<file path="config.mk">
export PLATFORM = sky130hd
export DESIGN_NAME = myproject_mul_share_arbiter
export DESIGN_NICKNAME = d
export VERILOG_FILES = /design/src/rtl/myproject_mul_share_arbiter.sv
export SDC_FILE = /design/constraint.sdc
export NUM_CORES = 1
export LEC_CHECK = 0
export ABC_CLOCK_PERIOD_IN_PS = 10400
export CORE_MARGIN = 2
export CORE_UTILIZATION = 45
export DETAILED_ROUTE_END_ITERATION = 12
export PLACE_DENSITY_LB_ADDON = 0.08
export REMOVE_ABC_BUFFERS = 1
export SLEW_MARGIN = 20
export SYNTH_ARGS = -nofsm -noshare
export SYNTH_HDL_FRONTEND = slang
export SYNTH_SLANG_ARGS = --single-unit
</file>
<file path="constraint.sdc">
create_clock -name ap_clk -period 10.4 [get_ports ap_clk]
set_input_delay 3.12 -clock ap_clk [delete_from_list [all_inputs] [get_ports ap_clk]]
set_output_delay 3.12 -clock ap_clk [all_outputs]
set_load 0.05 [all_outputs]
</file>
<file path="src/rtl/myproject_mul_share_arbiter.sv">
// myproject_mul_share_arbiter
//
// Purpose:
//   Time-shares one signed multiplier between NUM_REQ requesters. A round-robin arbiter
//   issues at most one operation per cycle into a fixed-latency, never-stalling pipeline.
//   Each result lands in a per-requester response slot that is held until it is accepted.
//   A requester may have only one operation in flight or held at a time.
//
// Ports:
//   ap_clk     in   clock, rising edge
//   ap_rst_n   in   asynchronous active-low reset
//   req_valid  in   [NUM_REQ]             per-requester operation request
//   req_ready  out  [NUM_REQ]             one-hot grant, combinational
//   req_a      in   [NUM_REQ*DIN_WIDTH]   operand a, requester i at [i*DIN_WIDTH +: DIN_WIDTH]
//   req_b      in   [NUM_REQ*DIN_WIDTH]   operand b, same packing
//   rsp_valid  out  [NUM_REQ]             per-requester result available
//   rsp_ready  in   [NUM_REQ]             per-requester result accept
//   rsp_data   out  [NUM_REQ*DOUT_WIDTH]  per-requester result, [i*DOUT_WIDTH +: DOUT_WIDTH]
//   busy       out                        any operation in flight or any result held

module myproject_mul_share_arbiter #(
   parameter int unsigned NUM_REQ     = 4,
   parameter int unsigned DIN_WIDTH   = 16,
   parameter int unsigned DOUT_WIDTH  = 30,
   parameter int unsigned MUL_LATENCY = 1
) (
   input  logic                            ap_clk,
   input  logic                            ap_rst_n,
   input  logic [NUM_REQ-1:0]              req_valid,
   output logic [NUM_REQ-1:0]              req_ready,
   input  logic [NUM_REQ*DIN_WIDTH-1:0]    req_a,
   input  logic [NUM_REQ*DIN_WIDTH-1:0]    req_b,
   output logic [NUM_REQ-1:0]              rsp_valid,
   input  logic [NUM_REQ-1:0]              rsp_ready,
   output logic [NUM_REQ*DOUT_WIDTH-1:0]   rsp_data,
   output logic                            busy
);

   localparam int unsigned IDX_W = $clog2(NUM_REQ);

   // Arbitration state
   logic [IDX_W-1:0]      r_ptr;
   logic [IDX_W-1:0]      w_ptr_nxt;
   logic [NUM_REQ-1:0]    r_outstanding;
   logic [NUM_REQ-1:0]    w_outstanding_nxt;
   logic [NUM_REQ-1:0]    w_elig;
   logic [NUM_REQ-1:0]    w_grant;
   logic [NUM_REQ-1:0]    w_accept;
   logic                  w_issue;
   logic [IDX_W-1:0]      w_tag;
   logic [DIN_WIDTH-1:0]  w_op_a;
   logic [DIN_WIDTH-1:0]  w_op_b;

   // Stage 0: registered operands feeding the multiplier
   logic                  r_s0_valid;
   logic [DIN_WIDTH-1:0]  r_s0_a;
   logic [DIN_WIDTH-1:0]  r_s0_b;
   logic [IDX_W-1:0]      r_s0_tag;
   logic [DOUT_WIDTH-1:0] w_prod;

   // Post-multiply register stages
   logic [MUL_LATENCY-1:0] r_pl_valid;
   logic [DOUT_WIDTH-1:0]  r_pl_data [MUL_LATENCY];
   logic [IDX_W-1:0]       r_pl_tag  [MUL_LATENCY];

   // Response slots
   logic [NUM_REQ-1:0]    r_rsp_valid;
   logic [DOUT_WIDTH-1:0] r_rsp_data [NUM_REQ];
   logic                  w_wr;
   logic [IDX_W-1:0]      w_wr_tag;

   // Round-robin scan starting at the pointer. Grant is forced off while reset is asserted
   // so req_ready drops immediately, not just at the next edge.
   always_comb begin
      int unsigned      v_idx;
      logic [IDX_W-1:0] v_sel;
      w_elig  = req_valid & ~r_outstanding;
      w_grant = '0;
      w_issue = 1'b0;
      w_tag   = '0;
      v_idx   = 0;
      v_sel   = '0;
      for (int unsigned k = 0; k < NUM_REQ; k++) begin
         v_idx = 32'(r_ptr) + k;
         if (v_idx >= NUM_REQ) begin
            v_idx = v_idx - NUM_REQ;
         end
         v_sel = IDX_W'(v_idx);
         if (!w_issue && w_elig[v_sel]) begin
            w_issue = 1'b1;
            w_tag   = v_sel;
         end
      end
      if (!ap_rst_n) begin
         w_issue = 1'b0;
      end
      if (w_issue) begin
         w_grant[w_tag] = 1'b1;
      end
   end

   always_comb begin
      w_ptr_nxt = r_ptr;
      if (w_issue) begin
         w_ptr_nxt = (w_tag == IDX_W'(NUM_REQ - 1)) ? '0 : w_tag + 1'b1;
      end
   end

   assign w_op_a   = req_a[w_tag*DIN_WIDTH +: DIN_WIDTH];
   assign w_op_b   = req_b[w_tag*DIN_WIDTH +: DIN_WIDTH];
   assign w_accept = r_rsp_valid & rsp_ready;

   // Issue and accept never hit the same requester on one edge: an accepted slot still
   // has its outstanding bit set, which blocks eligibility.
   assign w_outstanding_nxt = (r_outstanding & ~w_accept) | w_grant;

   // Product evaluated in DOUT_WIDTH context: the low DOUT_WIDTH bits of the full signed
   // product, so -32768*-32768 wraps to 0 at 30 bits.
   assign w_prod = DOUT_WIDTH'($signed(r_s0_a) * $signed(r_s0_b));

   assign w_wr     = r_pl_valid[MUL_LATENCY-1];
   assign w_wr_tag = r_pl_tag[MUL_LATENCY-1];

   always_ff @(posedge ap_clk or negedge ap_rst_n) begin
      if (!ap_rst_n) begin
         r_ptr         <= '0;
         r_outstanding <= '0;
         r_s0_valid    <= 1'b0;
         r_s0_a        <= '0;
         r_s0_b        <= '0;
         r_s0_tag      <= '0;
         r_pl_valid    <= '0;
         for (int unsigned i = 0; i < MUL_LATENCY; i++) begin
            r_pl_data[i] <= '0;
            r_pl_tag[i]  <= '0;
         end
         r_rsp_valid   <= '0;
         for (int unsigned i = 0; i < NUM_REQ; i++) begin
            r_rsp_data[i] <= '0;
         end
      end else begin
         r_ptr         <= w_ptr_nxt;
         r_outstanding <= w_outstanding_nxt;

         r_s0_valid <= w_issue;
         if (w_issue) begin
            r_s0_a   <= w_op_a;
            r_s0_b   <= w_op_b;
            r_s0_tag <= w_tag;
         end

         r_pl_valid[0] <= r_s0_valid;
         r_pl_data[0]  <= w_prod;
         r_pl_tag[0]   <= r_s0_tag;
         for (int unsigned i = 1; i < MUL_LATENCY; i++) begin
            r_pl_valid[i] <= r_pl_valid[i-1];
            r_pl_data[i]  <= r_pl_data[i-1];
            r_pl_tag[i]   <= r_pl_tag[i-1];
         end

         for (int unsigned i = 0; i < NUM_REQ; i++) begin
            if (w_accept[i]) begin
               r_rsp_valid[i] <= 1'b0;
            end
         end
         // Slot is free: its outstanding bit was set at issue and cannot clear before this
         if (w_wr) begin
            r_rsp_valid[w_wr_tag] <= 1'b1;
            r_rsp_data[w_wr_tag]  <= r_pl_data[MUL_LATENCY-1];
         end
      end
   end

   assign req_ready = w_grant;
   assign rsp_valid = r_rsp_valid;
   assign busy      = |r_outstanding;

   for (genvar g = 0; g < NUM_REQ; g++) begin : g_pack
      assign rsp_data[g*DOUT_WIDTH +: DOUT_WIDTH] = r_rsp_data[g];
   end

endmodule

</file>
Word-level counts from Yosys, hierarchy flattened

Cells that the tools add are included.

Shifts and indexed selects: 2
$add $sub $neg: 8
Magnitude comparators: 14
Mux-type cells: 35
$mul: 1
Bitwise operators: 8
Eq/ne operators: 1
Reduce and logical (&&, ||, !) cells: 10

Operators with widths:

| operator              | count |
|---|---|
| $shiftx A64 B7 Y16    | 2 |
| $bwmux W120           | 1 |
| $demux W30 S2         | 1 |
| $mul A16 B16 Y30      | 1 |
| $mux W30              | 1 |
| $lt A2 B3 Y1 const B  | 6 |
| $mux W2               | 9 |
| $mux W1               | 15 |
| $and A4 B4 Y4         | 3 |
| $ge A3 B3 Y1 const B  | 4 |
| $bmux W1 S2           | 4 |
| $mux W4               | 2 |
| $not A4 Y4            | 2 |
| $or A4 B4 Y4          | 2 |
| $sub A2 B1 Y2 const B | 4 |
| $add A2 B2 Y3 const B | 2 |
| $logic_and A1 B1 Y1   | 6 |
| $demux W1 S2          | 2 |
| $ge A2 B1 Y1 const B  | 2 |
| $reduce_or A4 Y1      | 1 |
| $add A2 B1 Y3 const B | 1 |
| $ge A2 B3 Y1 const B  | 1 |
| $logic_not A1 Y1      | 3 |
| $lt A3 B1 Y1 const B  | 1 |
| 3 further kinds       | 3 |

Output and inout port bits: 129
Register bits: 198

Depth between registers and ports, before layout

Depth after elaboration: 20
Gate-level depth with buffers: 23
Gate-level depth less buffers: 21

Worst setup path after synthesis

No wires, ideal clock.

Path type: input-to-output
Start: in req_valid[2]
End: out req_ready[3]
Data required time: 7.280 ns
Arrival: 4.649 ns
Path slack: 2.631 ns
Cell stages on the path: 8
Cell sequence: nor2b_4 a221oi_1 o21ai_2 buf_6 buf_6 inv_2 ha_1 and2_1

Cells in the longest elaborated chain, start to end: 18
Elaborated cells between the ends (all ways): 30

RTL lines:

| element                                                            | line | text |
|---|---|---|
| start: declaration                                                 | 29   | `input logic [NUM_REQ-1:0] req_valid,` |
| $and A4 B4 Y4 (*)                                                  | 77   | `w_elig = req_valid & ~r_outstanding;` |
| $bmux W1 S2                                                        | 89   | `if (!w_issue && w_elig[v_sel]) begin` |
| $mux W1 (not written as such)                                      | 89   |  |
| $mux W1                                                            | 89   |  |
| $logic_not A1 Y1                                                   | 89   |  |
| $logic_and A1 B1 Y1                                                | 89   |  |
| $mux W1                                                            | 89   |  |
| $logic_not A1 Y1                                                   | 89   |  |
| [... 3 more ...]                                                   | -    |  |
| $logic_and A1 B1 Y1                                                | 89   |  |
| $mux W2 (*)                                                        | 89   |  |
| via w_tag[0]                                                       | 50   | `logic [IDX_W-1:0] w_tag;` |
| $lt A2 B3 Y1 (not written as such) or $ge A2 B1 Y1 (tied branches) | 98   | `w_grant[w_tag] = 1'b1;` |
| $logic_and A1 B1 Y1 (not written as such)                          | 98   |  |
| $mux W1 (not written as such)                                      | 98   |  |
| $demux W1 S2 (*)                                                   | 98   |  |
| $mux W4 (*)                                                        | 97   | `if (w_issue) begin` |
| end: declaration                                                   | 30   | `output logic [NUM_REQ-1:0] req_ready,` |

The timed path passes the listed nets; every way through them passes the cells marked *. The select of a mux whose other input is x is not followed.

Worst setup path after layout

Start: in req_valid[0]
End: out req_ready[0]

Cells in the longest elaborated chain, start to end: 18
Elaborated cells between the ends (all ways): 30

RTL lines:

| element                                                            | line |
|---|---|
| $and A4 B4 Y4 (*)                                                  | 77 |
| $bmux W1 S2                                                        | 89 |
| $mux W1 (not written as such)                                      | 89 |
| $mux W1                                                            | 89 |
| $logic_not A1 Y1                                                   | 89 |
| $logic_and A1 B1 Y1                                                | 89 |
| $mux W1                                                            | 89 |
| $logic_not A1 Y1                                                   | 89 |
| [... 2 more ...]                                                   | - |
| $logic_not A1 Y1                                                   | 89 |
| $logic_and A1 B1 Y1                                                | 89 |
| $mux W2                                                            | 89 |
| $lt A2 B3 Y1 (not written as such) or $ge A2 B1 Y1 (tied branches) | 98 |
| $logic_and A1 B1 Y1 (not written as such)                          | 98 |
| $mux W1 (not written as such)                                      | 98 |
| $demux W1 S2                                                       | 98 |
| $mux W4 (*)                                                        | 97 |

Every way passes the cells marked *; elsewhere a longest branch is shown, timed or not. The select of a mux whose other input is x is not followed.

==> results.json <==
{
  "clk_pin_slew_ps": 70,
  "n_antenna_cell": 0,
  "cts.sinks": 198,
  "synth-seq-cells": 198,
  "start_util": 0.4582,
  "via_count": 11910,
  "fp.dieArea_um2": 41140,
  "cts_htree_levels": 4,
  "fin_skew_ps": 13.16,
  "critPathKind": "primary input to output pin",
  "root_buffer": "clkbuf_16",
  "cts_buffer_depth": 2,
  "cts_tree": "built",
  "setup_viol": 0,
  "tightestPinTransition_ps": 762.9,
  "place_area_um2": 20940,
  "fin_crit_ps": 8945,
  "wl_um": 41180,
  "cp.arrival_ps": 5820,
  "status": "finished clean",
  "num_rows": 72,
  "async_flop_share": 1.000,
  "grt_max_degree": 77,
  "hold_class": "flop to flop",
  "drive_gt1_frac": 0.1139,
  "drt_first_iter_violations": 464,
  "r2r_cells": 17,
  "critPathRequiredTime_ps": 7280,
  "synthFlopType": "dfrtp_1",
  "fin_area_um2": 21560,
  "synth.most_common_cell": "inv_1",
  "yosys_warnings": 0,
  "wl_met2_um": 20430,
  "routabilityCongestion": 0.8202,
  "avgSynthCellArea_um2": 10.78,
  "yosysSeqAreaShare": 0.2785,
  "place_inst": 2382,
  "crit_path_end_kind": "output pin",
  "netlist-cell-type-count": 72,
  "hold_buffers": 0,
  "port-buffer-count": 266,
  "fin_cells": 2415,
  "final-hold-violation-count": 0,
  "met3_length_um": 1624,
  "met1_length_um": 17910,
  "path_max_fanout": 31,
  "clock.fmax_mhz": 111.8,
  "dp_hpwl_um": 32230,
  "wire_per_inst_um": 17.05,
  "die_h_um": 202.8,
  "synth_commonest_cells": "inv_1, fa_1, dfrtp_1, nand2_1, mux2_2",
  "slew_viol_final": 0,
  "clkLatencyLatePin_ps": 470,
  "synth_top_area_frac": 0.2790,
  "antenna_left": 0,
  "grt_pass1_wl_um": 69170,
  "synth_area_leader_cell": "fa_1",
  "gr-total-overflow": 0,
  "antenna_found_initial": 0,
  "route.detailed.drc": 0,
  "cts_inserted_buffers": 17,
  "synthTopCellsByArea": "fa_1, dfrtp_1, mux2_2",
  "final_nets": 2353,
  "slew_headroom": 0.4899,
  "maxCapViolCount": 0,
  "timing.final.crit_share": 0.8601,
  "fp.dieW_um": 202.8,
  "netlist_area_um2": 17790,
  "io_pins": 267,
  "grt_use_total": 0.2157,
  "top_layer_used": "met4",
  "drt_pre_antenna_iters": 5,
  "synth_edf_count": 0,
  "area_delta_synth_final_pct": 21.18,
  "vias_per_cell": 4.933,
  "post_cts_buffers": 0,
  "ctsResizeCount": 0,
  "startpoint_type": "primary input",
  "min_path_cells": 0,
  "grt_pass1_vias": 13140,
  "tns_ps": 0,
  "netlist_instances": 1650,
  "rsz0062_at_grt": "no",
  "core_um2": 38830
}
-- cells in the final DEF, fill, tap and decap left out, types with 11 or more instances in the layout --
cell type and instances:
mux2i_1 64, o21ai_1 40, clkbuf_16 17, fa_1 248, inv_1 312, a21o_1 16
ha_1 83, clkdlybuf4s50_1 265, mux2_2 152, buf_4 11, nand2_1 172, dfrtp_1 198
a21oi_1 15, nor2_1 18, nand2b_1 12, and2_1 128, xnor2_1 29
-- critical path: stages --
cell	delay (ps)
clkdlybuf4s50_1	480
nor2b_2	230
a221oi_1	150
o21ai_4	220
buf_4	450
ha_1	210
and2_1	130
clkdlybuf4s50_1	820
-- state kept, by name (all words and copies together) (netlist names) --
signal and cells:
rsp_valid 4, r_s0_valid 1, r_outstanding 4, r_pl_data 30
r_pl_tag 2, rsp_data 120, r_ptr 2, r_s0_tag 2
r_s0_b 16, r_s0_a 16, r_pl_valid 1
-- area by class of cell --
class	instances	area, µm²
fill	3459	17270
multi-input combinational	1074	11400
sequential	198	4955
timing repair buffer	278	2776
inverter	315	1182
tap	518	648.1
clock buffer	20	456.7
clock inverter	12	141.4
-- per-stage QoR --
| step | worst slack, ps | hold WS, ps | utilization |
|---|---|---|---|
| 5_1_grt | 1303 | 397.6 | 0.5553 |
| 3_3_place_gp | 1501 | 368.4 | 0.5392 |
| 6_report | 1455 | 374.5 | 0.5553 |
| 2_1_floorplan | 554.4 | 331.2 | - |
| 4_1_cts | 1439 | 375.9 | 0.5546 |
| 3_5_place_dp | 1446 | 358.2 | 0.5392 |
-- kinds of logic after synthesis --
group	count (synthesis)	share of synthesized area
buffers and inverters	378	0.08263
AND/OR/NAND/NOR	367	0.1044
adder cells (fa/ha/maj)	331	0.3374
multiplexers	217	0.1328
flip-flops	198	0.2785
AO/OA/AOI/OAI	122	0.04599
XOR/XNOR	37	0.01821
-- metal layers --
| layer | vias up | GRT usage |
|---|---|---|
| met5 | - | 0 |
| met4 | 0 | 0.07638 |
| met3 | 60 | 0.03403 |
| met2 | 266 | 0.3658 |
| met1 | 5986 | 0.2812 |
| li1 | 5601 | - |
-- worst paths after layout --
kind | from | end | slack, ps
setup / recovery | req_valid[0] | req_ready[0] | 1460
hold / removal | r_s0_valid | r_pl_valid | 370
setup reg to reg | r_s0_b[1] | r_pl_data[26] | 4110
hold reg to reg | r_s0_valid | r_pl_valid | 370
max in group asynchronous | ap_rst_n | rsp_data[32] | 6600
min in group asynchronous | ap_rst_n | rsp_data[96] | 2640
Power is left out: the tool's default activity adds up to more than one toggle a clock period on the data nets, which glitch-free logic cannot reach.
